--- src/rtl/fifo_arb_pkg.sv ---
// Shared types for the FIFO write-port arbiter and related schedulers.
package fifo_arb_pkg;

  typedef enum logic [0:0] {
    IDLE  = 1'b0,
    GRANT = 1'b1
  } arb_state_e;

endpackage

--- src/rtl/rr_pick.sv ---
// Combinational round-robin picker: first asserted request after `last`,
// wrapping modulo N, with `last` itself scanned at the very end.
module rr_pick #(
  parameter int N = 4
) (
  input  logic [N-1:0]         req,
  input  logic [$clog2(N)-1:0] last,
  output logic                 found,
  output logic [$clog2(N)-1:0] idx,
  output logic [N-1:0]         onehot
);

  localparam int IW = $clog2(N);

  logic [IW-1:0] cand_s;
  logic          hit_s;

  // Scan from the far end so the candidate closest to last+1 is written last and wins.
  always_comb begin
    found  = 1'b0;
    idx    = '0;
    onehot = '0;
    cand_s = '0;
    hit_s  = 1'b0;
    for (int k = N; k >= 1; k--) begin
      cand_s = IW'((int'(last) + k) % N);
      hit_s  = req[cand_s];
      found  = found | hit_s;
      idx    = hit_s ? cand_s : idx;
      onehot = hit_s ? ({{(N-1){1'b0}}, 1'b1} << cand_s) : onehot;
    end
  end

endmodule

--- src/rtl/fifo_wr_arbiter.sv ---
// Round-robin arbiter sharing one FIFO write port among N valid/ready streams,
// holding each grant for up to BURST accepted beats with zero-bubble handover.
module fifo_wr_arbiter
  import fifo_arb_pkg::*;
#(
  parameter int N     = 4,
  parameter int WIDTH = 8,
  parameter int BURST = 4
) (
  input  logic                      clk,
  input  logic                      rstz,
  input  logic                      clear,
  input  logic [N-1:0][WIDTH-1:0]   req_din,
  input  logic [N-1:0]              req_vld,
  output logic [N-1:0]              req_rdy,
  output logic [WIDTH-1:0]          fifo_din,
  output logic                      fifo_din_vld,
  input  logic                      fifo_din_rdy,
  output logic [N-1:0]              grant,
  output logic                      busy
);

  localparam int IW = $clog2(N);
  localparam int BW = $clog2(BURST + 1);
  localparam logic [BW-1:0] BEAT_LAST = BW'(BURST - 1);
  localparam logic [IW-1:0] LAST_RST  = IW'(N - 1);

  arb_state_e       state_r;
  logic [N-1:0]     grant_r;
  logic [IW-1:0]    last_r;
  logic [BW-1:0]    beats_r;

  logic             pick_found_s;
  logic [IW-1:0]    pick_idx_s;
  logic [N-1:0]     pick_onehot_s;
  logic [WIDTH-1:0] din_mux_s;
  logic             accept_s;
  logic             release_s;

  rr_pick #(.N(N)) u_pick (
    .req    (req_vld),
    .last   (last_r),
    .found  (pick_found_s),
    .idx    (pick_idx_s),
    .onehot (pick_onehot_s)
  );

  // AND-OR data mux keyed by the one-hot grant; yields zero while idle.
  always_comb begin
    din_mux_s = '0;
    for (int i = 0; i < N; i++) begin
      din_mux_s = din_mux_s | (req_din[IW'(i)] & {WIDTH{grant_r[IW'(i)]}});
    end
  end

  assign fifo_din     = din_mux_s;
  assign fifo_din_vld = |(req_vld & grant_r);
  assign req_rdy      = grant_r & {N{fifo_din_rdy}};
  assign grant        = grant_r;
  assign busy         = (state_r == GRANT);

  // A dropped valid releases too, which keeps the owner out of the re-pick.
  assign accept_s  = fifo_din_vld & fifo_din_rdy;
  assign release_s = (accept_s && (beats_r == BEAT_LAST)) || !fifo_din_vld;

  // Grant ownership, round-robin pointer and per-grant beat count.
  always_ff @(posedge clk or negedge rstz) begin
    if (!rstz) begin
      state_r <= IDLE;
      grant_r <= '0;
      last_r  <= LAST_RST;
      beats_r <= '0;
    end else if (clear) begin
      state_r <= IDLE;
      grant_r <= '0;
      last_r  <= LAST_RST;
      beats_r <= '0;
    end else begin
      case (state_r)
        IDLE: begin
          if (pick_found_s) begin
            state_r <= GRANT;
            grant_r <= pick_onehot_s;
            last_r  <= pick_idx_s;
            beats_r <= '0;
          end else begin
            grant_r <= '0;
            beats_r <= '0;
          end
        end
        GRANT: begin
          if (release_s && pick_found_s) begin
            grant_r <= pick_onehot_s;
            last_r  <= pick_idx_s;
            beats_r <= '0;
          end else if (release_s) begin
            state_r <= IDLE;
            grant_r <= '0;
            beats_r <= '0;
          end else if (accept_s) begin
            beats_r <= beats_r + BW'(1);
          end else begin
            beats_r <= beats_r;
          end
        end
        default: begin
          state_r <= IDLE;
          grant_r <= '0;
          last_r  <= LAST_RST;
          beats_r <= '0;
        end
      endcase
    end
  end

endmodule

--- config.mk ---
export PLATFORM = sky130hd
export DESIGN_NAME = fifo_wr_arbiter
export DESIGN_NICKNAME = d
export VERILOG_FILES = /design/src/rtl/fifo_arb_pkg.sv /design/src/rtl/rr_pick.sv /design/src/rtl/fifo_wr_arbiter.sv
export SDC_FILE = /design/constraint.sdc
export NUM_CORES = 1
export LEC_CHECK = 0
export ABC_AREA = 1
export ABC_CLOCK_PERIOD_IN_PS = 2050
export BUFFER_PORTS_ARGS = -buffer_cell sky130_fd_sc_hd__buf_2
export CORE_MARGIN = 2
export CORE_UTILIZATION = 30
export CTS_CLUSTER_SIZE = 8
export DETAILED_ROUTE_END_ITERATION = 8
export PLACE_DENSITY = 0.62
export SLEW_MARGIN = 20
export SYNTH_ARGS = -nofsm -noshare
export SYNTH_HDL_FRONTEND = slang
export SYNTH_SLANG_ARGS = --single-unit
export TNS_END_PERCENT = 10
--- constraint.sdc ---
create_clock -name clk -period 2.05 [get_ports clk]
set_input_delay 0.205 -clock clk [delete_from_list [all_inputs] [get_ports clk]]
set_output_delay 0.205 -clock clk [all_outputs]
set_load 0.05 [all_outputs]
==> out/results.ini, run 1 <==
[timing]
worst_hold_slack_ns=0.199
setup_violations=0
maxSlewViolCount=0
finalHoldViolCount=0
finClkSkew_ns=0.000413
finalCritPeriodShare=0.917
setup_slack_ns=0.171
fmax_mhz=532
post-route-min-period_ns=1.88
fin_setup_tns_ns=0
rsz0062_at_grt=false

[placement]
dp_cells=238
gp_congestion=0.775
dpl.hpwl_um=1990
io_buffers=17
place_area_um2=1230
post-place-ws_ns=0.124

[worst_setup_path]
crit_start=last_r[0]
worstPathCellList=inv_6, ha_2, inv_2, nand3_1, nand2_2, nor2_4, nand3_1, nand3_1, nand2_1, nand2_1
critical_path.max_fanout=12
criticalPathCategory=reg2reg
critical_path_required_ns=2.22
arrival_ns=2.05
cp-start-kind=flip-flop
crit_slowest_cell=dfstp_2
crit_top_cell=nand3_1
r2r_start=last_r[0]
slowest_delay_ns=0.56
crit_path_end_kind=flip-flop

[die]
die_height_um=65.2
die-area_um2=4250
std_cell_rows=22
die_x_um=65.2
ios=58
initial_utilization=0.310
core_area_um2=3630

[routing]
routedLengthMet1_um=1280
initialDrtViolationCount=51
drc=0
drt-vias-per-instance=4.36
drt-pass1-iter-count=5
vias=1054
top_layer=met3
routed-wl-met2_um=1100
drtAntennaViolNets=0
wl_per_cell_um=10.4
dr_wl_met3_um=120
drt_wl_total_um=2510

[run]
drv_cap=0

[grt]
grt_pass1_wl_um=4350
grt_pass1_vias=965
grt_max_degree=13
antenna_found_initial=0
overflow=0
grt_use_total=0.131

[logic_synthesis]
synth_area_um2=1120
synth_top_area_frac=0.180
ys_seq_area_frac=0.225
ys.flop_type=dfrtp_1
ys_ff_latch=10
yosys.area.top_type=nand2_1
yosys-top-cells-area=nand2_1, dfrtp_1, ha_1, nand3_1, inv_1
synth-edff-count=0
syn_avg_cell_area_um2=6.46
synthCells=174
synthTopCellsByCount=nand2_1, inv_1, nand3_1
yosysMostFrequentCell=nand2_1
synth_warnings=0
synth.distinct_cells=27
async_reset_ff_frac=1.00

[power]
p_leak_nw=0.745
total_power_mw=2.23
ir_worst_vdd_v=0.000497
power_density_nw_per_um2=1730

[cts]
cts_inserted_buffers=3
clock_latency_ns=0.23
clk_transition_reported_paths_ns=0.04
cts_setup_buffers=0
cts_tree=done
cts_root_buffer=clkbuf_8
clk_path_buf_depth=2
clock-sinks=10
htree_num_levels=1

[min_path]
hold_path.class=in2reg
min_from=clear

[final_layout]
finalNonFillerCells=242
fin_nets=244
drive_above_1_share=0.242
post-route-util=0.355
synthToLayoutAreaGrowth_pct=14.8
diodes=0
stdcell_area_um2=1290

[outcome]
status=finished, final reports clean

-- final cells by class --
| type | instances | area [um2] |
|---|---|---|
| Timing Repair Buffer | 21 | 118 |
| Tap cell | 48 | 60.1 |
| Clock buffer | 3 | 41.3 |
| Inverter | 25 | 101 |
| Multi-Input combinational cell | 135 | 718 |
| Fill cell | 405 | 2340 |
| Sequential cell | 10 | 253 |
-- sequential cells by signal, summed over array words and instances, names as in the netlist --
name     flops
grant        4
beats_r      3
last_r       2
busy         1
-- cell usage in the layout, fill, tap and decap left out, types with 4 or more instances in the layout --
cell,n
a21oi_1,6
nand3_1,20
conb_1,8
nand2_2,6
dfrtp_1,8
o21ai_1,4
nor2_2,4
buf_2,17
ha_1,7
inv_1,21
nand4_1,4
nand2_1,54
nor2_1,10
-- final timing paths --
kind                                    to  slack [ns]  cells past startpoint
worst max-delay path             last_r[1]        0.17                     10
worst min-delay path                  busy        0.20                      2
max in group asynchronous        last_r[1]        1.42                      2
worst min register to register  beats_r[2]        0.52                      2
worst max register to register   last_r[1]        0.17                     10
min in group asynchronous         grant[1]        0.37                      2
-- worst max-delay path: cells and delay by family (launching register included) --
| family | cells | cell delay (ns) |
|---|---|---|
| adders and majority gates | 1 | 0.38 |
| buffers and inverters | 2 | 0.14 |
| DFF | 1 | 0.56 |
| and+or+nand+nor | 7 | 0.73 |
-- power breakdown --
group | switching (mW) | total (mW) | internal (mW)
logic | 1.19 | 1.72 | 0.531
registers | 0.0446 | 0.313 | 0.268
clock network | 0.0668 | 0.194 | 0.128
total | 1.30 | 2.23 | 0.927
-- timing repair --
action / 4_1_cts / 5_1_grt
hold buffers: 1 / 0
hold endpoints to repair: 8 / 0
endpoints found under the setup margin: 0 / 4
gates resized for setup: 0 / 2
-- layer usage --
metal	vias to the layer above	global-route usage
met5	-	0
met4	0	0.0156
met3	0	0.0360
met2	23	0.213
met1	458	0.180
li1	573	-
-- cell families after synthesis --
group / count (synthesis) / share of synthesized area
simple gates: 105 / 0.440
mux: 1 / 0.00890
other cells: 1 / 0.00333
buf+inv: 36 / 0.167
xor+xnor: 1 / 0.00779
compound gates: 12 / 0.0590
flops: 10 / 0.225
fa+ha+maj: 8 / 0.0890
No activity file was read; power rests on OpenSTA's default activity.
==> run 2: changes to the inputs <==
Settings changed: ABC_CLOCK_PERIOD_IN_PS 2050 to 2410.
Clock period 2.05 ns to 2.41 ns, I/O delays scaled along.
==> run 2 against run 1 <==
Sequential share of layout area is 0.29 points higher. Register-to-register slack better by 0.15 ns. Die area did not move. Worst hold slack improved by 0.032 ns. Via count fell by 1.9%. Critical endpoint unchanged. Largest cell class unchanged. Largest power group unchanged.
==> out/results.ini, run 2 (synthesis results as in run 1) <==
[timing]
rsz0062_at_grt=false
worst_hold_slack_ns=0.231  ; +0.0317 ns
maxSlewViolCount=0  ; unchanged
post-route-min-period_ns=2.09  ; +0.207 ns
setup_violations=0  ; unchanged
finalCritPeriodShare=0.866  ; -0.0512
finClkSkew_ns=0.00692  ; +0.00651 ns
fin_setup_tns_ns=0  ; unchanged
setup_slack_ns=0.324  ; +0.153 ns
finalHoldViolCount=0  ; unchanged
fmax_mhz=479  ; -9.9%

[power]
p_comb_frac=0.756  ; -0.016
internal_power_uw=767  ; -17%
p_leak_nw=0.737  ; -1.0%
pwr-share-clk=0.093  ; +0.006
ir_worst_vdd_v=0.000504  ; +1.5%
p_seq_frac=0.151  ; +0.011
power_density_nw_per_um2=1470  ; -15%
netSwitchingFraction=0.589  ; +0.00464
power_switching_mw=1.10  ; -16%

[die]
core_area_um2=3630  ; unchanged
die_x_um=65.2  ; unchanged
die-area_um2=4250  ; unchanged
initial_utilization=0.310  ; unchanged
ios=58  ; unchanged
die_height_um=65.2  ; unchanged
std_cell_rows=22  ; unchanged

[placement]
place_area_um2=1220  ; -1.2%
gp_congestion=0.792  ; +2.2%
dpl.hpwl_um=1930  ; -3.1%
io_buffers=17  ; unchanged
post-place-ws_ns=0.350  ; +0.226 ns

[final_layout]
fin_nets=242  ; -0.82%
fillers=400  ; -1.2%
final_cell_mix=nand2_1, inv_1, nand3_1
final_common_cell=nand2_1
largest_reg_flops=4  ; unchanged
stdcell_area_um2=1270  ; -1.5%
drive_above_1_share=0.228  ; -0.0143
diodes=0  ; unchanged
synthToLayoutAreaGrowth_pct=13.1

[worst_setup_path]
crit_path_end_kind=flip-flop
worstPathCellList=inv_1, ha_1, inv_2, nand3_1, nand2_2, nor2_4, nand3_1, nand3_1, nand2_1, nand2_1
crit_slowest_cell=dfstp_2
arrival_ns=2.26  ; +0.21 ns
cp-start-kind=flip-flop
slowest_delay_ns=0.61  ; +0.05 ns
reg2reg_slack_ns=0.32  ; +0.15 ns
ff2ff_path_depth=10  ; unchanged
crit_top_cell=nand3_1
critical_path_required_ns=2.58  ; +0.36 ns
critical_path.max_fanout=7  ; -5
criticalPathCategory=reg2reg

[grt]
grt_pass1_vias=953  ; -1.2%
grt_use_total=0.129  ; -0.00207
antenna_found_initial=0  ; unchanged
grt_max_degree=13  ; unchanged
grt_pass1_wl_um=4280  ; -1.4%
overflow=0  ; unchanged

[min_path]
min_path_cells=2  ; unchanged
hold_path.class=in2reg

[routing]
wl_per_cell_um=10.2  ; -1.6%
vias=1034  ; -1.9%
drt-vias-per-instance=4.29  ; -1.5%
drt-pass1-iter-count=4  ; -1
drtAntennaViolNets=0  ; unchanged
drt_wl_total_um=2460  ; -2.0%
drc=0  ; unchanged
initialDrtViolationCount=70  ; +37%

[outcome]
status=finished, final reports clean

[run]
drv_cap=0  ; unchanged

[cts]
htree_num_levels=1  ; unchanged
clock_latency_ns=0.23  ; about the same
cts_inserted_buffers=3  ; unchanged
cts_tree=done
clk_transition_reported_paths_ns=0.04  ; about the same
clock-sinks=10  ; unchanged
cts_root_buffer=clkbuf_8
clk_path_buf_depth=2  ; unchanged

## run 2: worst max-delay path: cells and delay by family, from the launching register on
kind / cells / cell delay (ns)
DFF: 1 / 0.61
buffers and inverters: 2 / 0.23
adders and majority gates: 1 / 0.42
and+or+nand+nor: 7 / 0.76
## run 2: layout make-up
type                       count  area [um2]  share of cell area
multi-input combinational    135         711               0.559
sequential                    10         253               0.199
timing repair buffer          19         103              0.0806
inverter                      25         101              0.0796
tap                           48        60.1              0.0472
clock buffer                   4        45.0              0.0354
## run 2: final timing paths
check	startpoint	end
setup / recovery	last_r[1]	last_r[1]
hold reg to reg	beats_r[2]	beats_r[2]
hold / removal	clear	busy
max in group asynchronous	rstz	last_r[1]
setup reg to reg	last_r[1]	last_r[1]
min in group asynchronous	rstz	grant[2]
## run 2: routing by layer
metal | wire length [um] | GRT usage
met1 | 1190 | 0.168
met5 | 0 | 0
met2 | 1130 | 0.216
met4 | 0 | 0.0156
met3 | 132 | 0.0411
## run 2: what timing repair did
item / 4_1_cts / 5_1_grt
buffers inserted: 0 / 0
resized for setup: 0 / 0
hold buffers: 1 / 0
endpoints found under the hold margin: 8 / 0
setup endpoints to repair: 0 / 0
## run 2: power groups by stage
stage	Clock (mW)	Combinational [mW]	Sequential [mW]
finish	0.173	1.41	0.282
global route	0.191	1.60	0.290
CTS	0.181	1.42	0.281
detailed placement	0	1.41	0.284
global placement	0	1.41	0.283
floorplan	0	1.11	0.349
## run 2: stage by stage
| stage | power [mW] | util | std cells |
|---|---|---|---|
| after floorplan | 1.46 | - | 181 |
| after global placement | 1.69 | 0.335 | 236 |
| after detailed placement | 1.69 | 0.335 | 236 |
| after CTS | 1.88 | 0.350 | 241 |
| after global routing | 2.08 | 0.350 | 241 |
| final | 1.87 | 0.350 | 241 |
==> run 3: changes to the inputs <==
Settings changed: CORE_UTILIZATION 30 to 38, PLACE_DENSITY 0.62 to 0.74.
==> run 3 against run 2 <==
Worst hold slack got worse by 0.036 ns. Die area decreased by 20%. Clock-buffer cell count did not move. Largest cell class unchanged.
==> out/results.ini, run 3 (synthesis results as in run 1) <==
[outcome]
status=finished, final reports clean

[grt]
grt_max_degree=13  ; unchanged
antenna_found_initial=0  ; unchanged
grt_use_total=0.151  ; +0.0218
grt_pass1_vias=959  ; +0.63%
grt_pass1_wl_um=4120  ; -3.9%
overflow=0  ; unchanged

[die]
core_area_um2=2780  ; -23%
ios=58  ; unchanged
die_x_um=58.4  ; -10%
die-area_um2=3410  ; -20%
std_cell_rows=19  ; -14%
die_height_um=58.4  ; -10%
initial_utilization=0.404  ; +0.0948

[final_layout]
fillers=282  ; -30%
synthToLayoutAreaGrowth_pct=9.57
drive_above_1_share=0.228  ; unchanged
fin_nets=242  ; unchanged
post-route-util=0.443  ; +0.0929
finalNonFillerCells=224  ; -7.1%
multi_input_area_um2=711  ; unchanged
final_common_cell=nand2_1
diodes=0  ; unchanged
stdcell_area_um2=1230  ; -3.1%
final_cell_mix=nand2_1, inv_1, nand3_1
seqCellArea_um2=253  ; unchanged
largest_reg_flops=4  ; unchanged

[routing]
dr_wl_met3_um=107  ; -19%
drt_wl_total_um=2350  ; -4.2%
drtAntennaViolNets=0  ; unchanged
vias=1077  ; +4.2%
wl_per_cell_um=10.5  ; +3.1%
drc=0  ; unchanged
drt-pass1-iter-count=4  ; unchanged
routed-wl-met2_um=1090  ; -3.5%
initialDrtViolationCount=67  ; -4.3%
routedLengthMet1_um=1140  ; -4.5%
top_layer=met4
drt-vias-per-instance=4.81  ; +12%

[placement]
post-place-ws_ns=0.347  ; -0.00311 ns
place_area_um2=1200  ; -1.7%
dpl.hpwl_um=1870  ; -3.3%
dp_cells=219  ; -7.2%
gp_congestion=0.846  ; +6.8%
io_buffers=17  ; unchanged

[worst_setup_path]
criticalPathCategory=reg2reg
crit_path_end_kind=flip-flop
cp-start-kind=flip-flop
arrival_ns=2.22  ; -0.04 ns
critical_path_required_ns=2.56  ; -0.02 ns
critical_path.max_fanout=10  ; +3

[cts]
clock-sinks=10  ; unchanged
cts_root_buffer=clkbuf_4
cts_tree=done
htree_num_levels=1  ; unchanged
clock_latency_ns=0.26  ; +0.03 ns
cts_setup_buffers=0  ; unchanged
clk_path_buf_depth=2  ; unchanged
cts_inserted_buffers=3  ; unchanged
clk_transition_reported_paths_ns=0.06  ; +0.02 ns

[power]
power_density_nw_per_um2=1470  ; about the same
total_power_mw=1.81  ; -3.2%
p_leak_nw=0.729  ; -1.1%
ir_worst_vdd_v=0.000778  ; +54%

[min_path]
hold_path.class=in2reg

[timing]
fmax_mhz=484  ; +0.95%
maxSlewViolCount=0  ; unchanged
worst_hold_slack_ns=0.195  ; -0.0358 ns
finClkSkew_ns=0.00585  ; -0.00107 ns
finalCritPeriodShare=0.857  ; -0.00814
setup_violations=0  ; unchanged
rsz0062_at_grt=false
fin_setup_tns_ns=0  ; unchanged
setup_slack_ns=0.344  ; +0.0196 ns
finalHoldViolCount=0  ; unchanged
post-route-min-period_ns=2.07  ; -0.0196 ns

[run]
drv_cap=0  ; unchanged

## run 3: path summary, 6_finish.rpt
kind	startpoint	slack (ns)	end	cells past startpoint
max	last_r[1]	0.34	grant[2]	10
max in group asynchronous	rstz	1.76	last_r[0]	2
min in group asynchronous	rstz	0.39	beats_r[2]	2
min	clear	0.20	busy	2
min reg2reg	beats_r[2]	0.52	beats_r[2]	2
max reg2reg	last_r[1]	0.34	grant[2]	10
## run 3: worst max-delay path: stages (launching register included)
cell and delay [ns]:
dfstp_2 0.61, inv_1 0.14, ha_1 0.42, inv_2 0.09, nand3_2 0.11, nand2_4 0.09
nor2_2 0.14, nand2_2 0.09, nand2_1 0.08, nand3b_1 0.13, nand2_1 0.06
## run 3: layer usage
metal,vias up,GRT usage
met5,-,0
met1,474,0.211
met3,2,0.0396
met4,0,0.0332
li1,569,-
met2,32,0.234
## run 3: repair_timing
action	CTS	global route
hold buffers	1	0
gates resized for setup	0	0
endpoints found under the hold margin	8	0
## run 3: layout make-up
| type | instances | area share |
|---|---|---|
| Clock buffer | 4 | 0.0213 |
| Tap cell | 31 | 0.0315 |
| Multi-Input combinational cell | 135 | 0.577 |
| Sequential cell | 10 | 0.205 |
| Inverter | 25 | 0.0822 |
| Timing Repair Buffer | 19 | 0.0832 |
## run 3: power breakdown
group	internal (mW)	switching, mW	leakage (nW)
logic	0.423	0.988	0.586
clock network	0.0637	0.0516	0.0150
registers	0.228	0.0523	0.128
total	0.715	1.09	0.729
